$ cat src/rtl/uart_tx_periph_if.sv
// ---------------------------------------------------------------------------
// uart_tx_periph_if
//   Bus bundle between the SoC bus decoder/CPU side and the UART TX responder.
//   master : drives address, write data, select, write strobe and access size;
//            samples read data.
//   slave  : the peripheral side; returns combinational read data.
//   Handshake: a write commits on the rising clk edge where bSel & bWrite are
//   both high; a read is bSel high with bWrite low and bRData is valid in the
//   same cycle (zero wait states, no ready signal).
// ---------------------------------------------------------------------------
interface uart_tx_periph_if;
   logic [31:0] bAddr;
   logic [31:0] bWData;
   logic        bSel;
   logic        bWrite;
   logic [1:0]  mem_size;
   logic [31:0] bRData;

   modport master (
      output bAddr, bWData, bSel, bWrite, mem_size,
      input  bRData
   );

   modport slave (
      input  bAddr, bWData, bSel, bWrite, mem_size,
      output bRData
   );
endinterface

$ cat src/rtl/uart_tx_periph.sv
// ---------------------------------------------------------------------------
// uart_tx_periph
//   Memory-mapped 8N1 UART transmitter with a TX FIFO and a drain interrupt.
//   Ports:
//     clk        system clock, all state on the rising edge
//     rst        asynchronous active-low reset
//     bus        bus responder (uart_tx_periph_if.slave)
//     txOut      serial output, idle high
//     txIrq      level interrupt: IRQEN & FIFO empty & transmitter idle
//     dbg_state  current transmit FSM state (IDLE=0 START=1 DATA=2 STOP=3)
//   Register map (bAddr[3:2]):
//     0 TXDATA   W: push bWData[7:0]          R: 0
//     1 STATUS   R: [0]full [1]empty [2]busy [3]overflow [11:8]count
//                W: writing 1 to bit 3 clears overflow
//     2 BAUDDIV  R/W [15:0], bit period = BAUDDIV+1 clocks
//     3 CTRL     R/W [0]EN [1]IRQEN
// ---------------------------------------------------------------------------
module uart_tx_periph #(
   parameter int          FIFO_DEPTH = 8,
   parameter logic [15:0] DIV_RESET  = 16'd433
) (
   input  logic                   clk,
   input  logic                   rst,
   uart_tx_periph_if.slave        bus,
   output logic                   txOut,
   output logic                   txIrq,
   output logic [1:0]             dbg_state
);

   localparam int AW = $clog2(FIFO_DEPTH);
   localparam int CW = AW + 1;

   typedef enum logic [1:0] {
      S_IDLE  = 2'd0,
      S_START = 2'd1,
      S_DATA  = 2'd2,
      S_STOP  = 2'd3
   } state_t;

   state_t        state_q, state_d;

   logic [7:0]    fifo_mem [FIFO_DEPTH];
   logic [AW-1:0] wr_ptr, rd_ptr;
   logic [CW-1:0] count;
   logic          overflow;

   logic [15:0]   baud_div;
   logic          ctrl_en, ctrl_irqen;

   logic [7:0]    shift_q;
   logic [2:0]    bit_cnt;
   logic [15:0]   div_cnt, div_reload;

   logic [1:0]    reg_sel;
   logic          wr_en, push_req, push_ok, pop;
   logic          full, empty, busy, tick;

   // Address/data bits the register map does not decode.
   logic          unused_bits;
   assign unused_bits = ^{bus.bAddr[31:4], bus.bAddr[1:0], bus.bWData[31:16], bus.mem_size};

   assign reg_sel  = bus.bAddr[3:2];
   assign wr_en    = bus.bSel & bus.bWrite;
   assign push_req = wr_en & (reg_sel == 2'd0);
   assign full     = (count == CW'(FIFO_DEPTH));
   assign empty    = (count == '0);
   // A push into a full FIFO still lands when the FSM pops on the same edge.
   assign push_ok  = push_req & (~full | pop);
   assign busy     = (state_q != S_IDLE);
   assign tick     = (div_cnt == 16'd0);

   // ---------------- transmit FSM: state register ----------------
   always_ff @(posedge clk or negedge rst) begin
      if (!rst) state_q <= S_IDLE;
      else      state_q <= state_d;
   end

   // ---------------- transmit FSM: next state / pop ----------------
   // pop only looks at the registered count, so a byte pushed this cycle
   // into an empty FIFO is popped on the following edge at the earliest.
   always_comb begin
      state_d = state_q;
      pop     = 1'b0;
      case (state_q)
         S_IDLE: begin
            if (ctrl_en && !empty) begin
               pop     = 1'b1;
               state_d = S_START;
            end
         end
         S_START: begin
            if (tick) state_d = S_DATA;
         end
         S_DATA: begin
            if (tick && bit_cnt == 3'd7) state_d = S_STOP;
         end
         S_STOP: begin
            if (tick) begin
               if (ctrl_en && !empty) begin
                  pop     = 1'b1;
                  state_d = S_START;
               end else begin
                  state_d = S_IDLE;
               end
            end
         end
         default: state_d = S_IDLE;
      endcase
   end

   always_comb begin
      case (state_q)
         S_START: txOut = 1'b0;
         S_DATA:  txOut = shift_q[0];
         default: txOut = 1'b1;
      endcase
   end

   assign txIrq     = ctrl_irqen & empty & ~busy;
   assign dbg_state = state_q;

   // ---------------- shifter and bit-period divider ----------------
   // BAUDDIV is captured into div_reload only when a frame starts, so a
   // mid-frame BAUDDIV write takes effect on the next frame.
   always_ff @(posedge clk or negedge rst) begin
      if (!rst) begin
         shift_q    <= 8'd0;
         bit_cnt    <= 3'd0;
         div_cnt    <= 16'd0;
         div_reload <= 16'd0;
      end else if (pop) begin
         shift_q    <= fifo_mem[rd_ptr];
         div_reload <= baud_div;
         div_cnt    <= baud_div;
         bit_cnt    <= 3'd0;
      end else if (busy) begin
         if (tick) begin
            div_cnt <= div_reload;
            if (state_q == S_DATA) begin
               shift_q <= {1'b0, shift_q[7:1]};
               bit_cnt <= bit_cnt + 3'd1;
            end
         end else begin
            div_cnt <= div_cnt - 16'd1;
         end
      end
   end

   // ---------------- FIFO ----------------
   // When full, a push and a pop on the same edge address the same slot;
   // the pop reads the old byte before the push overwrites it.
   always_ff @(posedge clk) begin
      if (push_ok) fifo_mem[wr_ptr] <= bus.bWData[7:0];
   end

   always_ff @(posedge clk or negedge rst) begin
      if (!rst) begin
         wr_ptr   <= '0;
         rd_ptr   <= '0;
         count    <= '0;
         overflow <= 1'b0;
      end else begin
         if (push_ok) wr_ptr <= wr_ptr + AW'(1);
         if (pop)     rd_ptr <= rd_ptr + AW'(1);
         case ({push_ok, pop})
            2'b10:   count <= count + CW'(1);
            2'b01:   count <= count - CW'(1);
            default: count <= count;
         endcase
         if (push_req && full && !pop)
            overflow <= 1'b1;
         else if (wr_en && reg_sel == 2'd1 && bus.bWData[3])
            overflow <= 1'b0;
      end
   end

   // ---------------- control registers ----------------
   always_ff @(posedge clk or negedge rst) begin
      if (!rst) begin
         baud_div   <= DIV_RESET;
         ctrl_en    <= 1'b0;
         ctrl_irqen <= 1'b0;
      end else if (wr_en) begin
         case (reg_sel)
            2'd2: baud_div <= bus.bWData[15:0];
            2'd3: begin
               ctrl_en    <= bus.bWData[0];
               ctrl_irqen <= bus.bWData[1];
            end
            default: ;
         endcase
      end
   end

   // ---------------- read mux ----------------
   // count sits from bit 8 upward (fits [11:8] for the default depth).
   always_comb begin
      bus.bRData = 32'h0;
      if (bus.bSel) begin
         case (reg_sel)
            2'd1:    bus.bRData = (32'(count) << 8) | {28'd0, overflow, busy, empty, full};
            2'd2:    bus.bRData = {16'd0, baud_div};
            2'd3:    bus.bRData = {30'd0, ctrl_irqen, ctrl_en};
            default: bus.bRData = 32'h0;
         endcase
      end
   end

endmodule

$ cat src/flat_wrapper.sv
// flat-port wrapper written by rule: the top's interface ports become plain ports
module uart_tx_periph_flat 
#(
   parameter int          FIFO_DEPTH = 8,
   parameter logic [15:0] DIV_RESET  = 16'd433
)
  (clk, rst, txOut, txIrq, dbg_state, bus_bAddr, bus_bWData, bus_bSel, bus_bWrite, bus_mem_size, bus_bRData);
  uart_tx_periph_if bus_i ();
  input  logic clk;
  input  logic rst;
  output logic txOut;
  output logic txIrq;
  output logic [1:0] dbg_state;
  input wire logic [$bits(bus_i.bAddr)-1:0] bus_bAddr;
  input wire logic [$bits(bus_i.bWData)-1:0] bus_bWData;
  input wire logic [$bits(bus_i.bSel)-1:0] bus_bSel;
  input wire logic [$bits(bus_i.bWrite)-1:0] bus_bWrite;
  input wire logic [$bits(bus_i.mem_size)-1:0] bus_mem_size;
  output wire logic [$bits(bus_i.bRData)-1:0] bus_bRData;
  assign bus_i.bAddr = bus_bAddr;
  assign bus_i.bWData = bus_bWData;
  assign bus_i.bSel = bus_bSel;
  assign bus_i.bWrite = bus_bWrite;
  assign bus_i.mem_size = bus_mem_size;
  assign bus_bRData = bus_i.bRData;
  uart_tx_periph #(.FIFO_DEPTH(FIFO_DEPTH), .DIV_RESET(DIV_RESET)) u_core (.clk(clk), .rst(rst), .bus(bus_i), .txOut(txOut), .txIrq(txIrq), .dbg_state(dbg_state));
endmodule
$ cat config.mk
export PLATFORM = sky130hd
export DESIGN_NAME = uart_tx_periph_flat
export DESIGN_NICKNAME = d
export VERILOG_FILES = /design/src/rtl/uart_tx_periph_if.sv /design/src/rtl/uart_tx_periph.sv /design/src/flat_wrapper.sv
export SDC_FILE = /design/constraint.sdc
export NUM_CORES = 1
export LEC_CHECK = 0
export CORE_ASPECT_RATIO = 1.25
export CORE_UTILIZATION = 38
export CTS_BUF_LIST = sky130_fd_sc_hd__clkbuf_4 sky130_fd_sc_hd__clkbuf_8
export CTS_CLUSTER_SIZE = 40
export DETAILED_ROUTE_END_ITERATION = 6
export PLACE_DENSITY = 0.58
export SETUP_SLACK_MARGIN = 0.2
export SLEW_MARGIN = 25
export SYNTH_ARGS = -nofsm -noshare
export SYNTH_HDL_FRONTEND = slang
export SYNTH_SLANG_ARGS = --single-unit
$ cat constraint.sdc
create_clock -name clk -period 4 [get_ports clk]
set_input_delay 0.8 -clock clk [delete_from_list [all_inputs] [get_ports clk]]
set_output_delay 0.8 -clock clk [all_outputs]
set_load 0.03 [all_outputs]
==> insert_results.sql <==
INSERT INTO impl_metrics (metric_group, metric, value, unit) VALUES
('setup_path', 'regToRegSetupSlack', '0.62', 'ns'),
('die', 'floorplan.core_area', '16900', 'um^2'),
('timing', 'maxClockFrequency', '270', 'MHz'),
('synthesis', 'synthArstFlopShare', '53.6', '%'),
('finish', 'area_growth', '14.9', '%'),
('routing', 'post-route-drc-count', '0', ''),
('synthesis', 'synth_sequential_area_ratio', '57.1', '%'),
('power', 'worst_ir_drop_vdd', '225', 'uV'),
('power', 'net_switching_power', '1.77', 'mW'),
('synthesis', 'synthFlopType', 'dfrtp_1', ''),
('finish', 'finish.utilization', '45.0', '%'),
('die', 'die_area', '18000', 'um^2'),
('clock_network', 'clock_net_sink_count', '138', ''),
('die', 'top_level_ports', '106', ''),
('synthesis', 'synth_seq_cells', '138', ''),
('synthesis', 'syn-mean-instance-area', '12.3', 'um^2'),
('timing', 'timing.max_slew.rel_slack', '42.6', '%'),
('place', 'portBuffers', '41', ''),
('routing', 'drt_iter0_markers', '253', ''),
('setup_path', 'cp_max_fo', '7', ''),
('setup_path', 'worst_setup_path_start_kind', 'input pin', ''),
('routing', 'vias', '4272', ''),
('power', 'p_int', '2.97', 'mW'),
('synthesis', 'synth_top_area_share', '29.0', '%'),
('global_route', 'antenna_violations_before_repair', '0', ''),
('finish', 'num-nets-final', '670', ''),
('finish', 'design_area', '7610', 'um^2'),
('setup_path', 'cp-end-kind', 'output pin', ''),
('timing', 'timing.final.setup_violations', '0', ''),
('global_route', 'pin_count_of_the_biggest_net_entering_global_routing', '75', ''),
('synthesis', 'syn-instance-count', '539', ''),
('synthesis', 'synth_enable_flop_cells', '64', ''),
('routing', 'route.detailed.vias_per_inst', '5.22', ''),
('power', 'pwr-share-comb', '32.0', '%'),
('clock_network', 'clk_root_buffer_cell', 'clkbuf_8', ''),
('setup_path', 'worst-endpoint-required', '3.20', 'ns'),
('global_route', 'number_of_global_route_vias_before_repair', '4374', ''),
('timing', 'post_layout_worst_setup_margin', '0.298', 'ns'),
('place', 'dp.final_hpwl', '9.99', 'mm'),
('clock_network', 'worstSkewPairLatency', '0.46', 'ns'),
('synthesis', 'synthDistinctLibCells', '57', ''),
('timing', 'finalHoldViolCount', '0', ''),
('run_status', 'run_status', 'finished clean', ''),
('place', 'dpl_worst_slack', '0.302', 'ns'),
('global_route', 'grt_pass1_wl', '23.7', 'mm'),
('job', 'timing.max_cap.violations', '0', ''),
('setup_path', 'path_class', 'in -> out', ''),
('routing', 'ant_nets', '0', ''),
('clock_network', 'h-tree-depth', '4', ''),
('synthesis', 'leading_cell_type_by_number_of_instances_after_synthesis', 'nand2_1', ''),
('place', 'placed_cell_area', '7250', 'um^2'),
('routing', 'detailedRoute.firstPassIterationCount', '4', ''),
('routing', 'routed_wire_length_per_instance', '17.6', 'um'),
('clock_network', 'post-cts-setup-buffer-count', '0', ''),
('clock_network', 'cts_inserted_buffers', '17', ''),
('hold_path', 'min_path_type', 'in -> async', ''),
('synthesis', 'synthTopCellsByArea', 'edfxtp_1 29%, dfrtp_1 26%, mux4_2 5.4%', ''),
('clock_network', 'cts_buffer_depth', '2', ''),
('power', 'clockPowerShare', '21.8', '%'),
('timing', 'tightest_slew', '0.859', 'ns'),
('synthesis', 'yosysWarnings', '0', ''),
('synthesis', 'post_synth_instance_area', '6620', 'um^2'),
('routing', 'routed_wl', '14.4', 'mm'),
('setup_path', 'worst_ep_arrival_time', '2.90', 'ns'),
('die', 'die-width', '120', 'um'),
('die', 'rows', '53', ''),
('clock_network', 'tritoncts', 'done', ''),
('power', 'power_density', '623', 'nW/um^2'),
('synthesis', 'most_frequent_cells_after_synthesis', '84 x nand2_1, 69 x dfrtp_1, 64 x edfxtp_1, 25 x mux2_2, 22 x clkbuf_1', ''),
('die', 'chipHeight', '150', 'um'),
('power', 'switching_share', '37.3', '%');
## per-layer routing
layer	share of wire [%]	GRT usage [%]	up-vias	wire, um
met2	52	30.1	85	7570
met5	0	0	-	0
li1	-	-	2029	-
met1	41	20.4	2126	5880
met3	3.1	4.04	32	445
met4	3.7	8.69	0	535
## stage by stage
step	hold slack, ns	total power, mW	instances
CTS	0.471	4.80	819
finish	0.356	4.74	819
global placement	0.448	3.69	787
floorplan	0.432	3.30	554
detailed placement	0.452	3.75	787
global route	0.395	5.07	819
## cells in the final DEF, fill, tap and decap left out, drive strengths merged, types with 6 or more instances in the layout
master	instances
inv	14
nor2	15
nor3	10
buf	21
clkdlybuf4s50	40
a22oi	8
and2	8
o211ai	7
mux2i	9
edfxtp	64
o21ai	10
xor2	12
mux2	26
and3	6
conb	16
mux4	16
clkinv	7
clkbuf	18
nand3	16
nor2b	15
nor4	10
ha	14
xnor2	9
a21oi	19
nand2	84
dfrtp	69
## logic make-up after synthesis
family                     count (synthesis)  share of synthesized area (%)
AOI/OAI and AO/OA                         73                           7.54
xor gates and xnor gates                  21                           2.78
adders and majority gates                 14                           2.65
buffers and inverters                     56                           4.72
DFF                                      138                           57.1
muxes                                     51                           11.2
other                                      1                         0.0566
and+or+nand+nor                          185                           13.9
## worst paths after layout
path                                    endpoint  cells after the start            startpoint
setup / recovery                   bus_bRData[2]                      5          bus_bAddr[3]
hold / removal               u_core.baud_div[12]                      1                   rst
setup reg to reg                 u_core.count[2]                     13     u_core.div_cnt[2]
hold reg to reg             u_core.div_reload[2]                      2  u_core.div_reload[2]
max in group asynchronous  u_core.div_reload[14]                      1                   rst
min in group clk            u_core.div_reload[2]                      2  u_core.div_reload[2]
## power by group through the flow
stage,clock network [mW],registers [mW],logic (mW)
floorplan,0,2.02,1.28
global placement,0,2.21,1.48
detailed placement,0,2.22,1.53
CTS,1.07,2.19,1.54
global route,1.13,2.26,1.69
finish,1.03,2.19,1.52
## critical path: stages
cell and delay (ns):
clkdlybuf4s50_1 0.61, nor2b_1 0.44, a22oi_1 0.12, nor2b_1 0.21, clkdlybuf4s50_1 0.71
## final cells by class
type | instances | area (um^2)
clock buffers | 18 | 241
clock inverters | 14 | 113
fillers | 1591 | 9300
inverters | 8 | 30.0
multi-input cells | 360 | 2610
flip-flops and latches | 138 | 3780
well taps | 220 | 275
repair buffers | 61 | 562
## state kept, by name, summed over array words and instances, names as in the netlist
register,flops
u_core.fifo_mem,64
u_core.wr_ptr,3
u_core.dbg_state,2
u_core.bit_cnt,3
u_core.ctrl_en,1
u_core.count,4
u_core.ctrl_irqen,1
u_core.overflow,1
u_core.div_reload,16
u_core.rd_ptr,3
u_core.shift_q,8
u_core.baud_div,16
u_core.div_cnt,16
No activity file was read; power rests on OpenSTA's default activity.
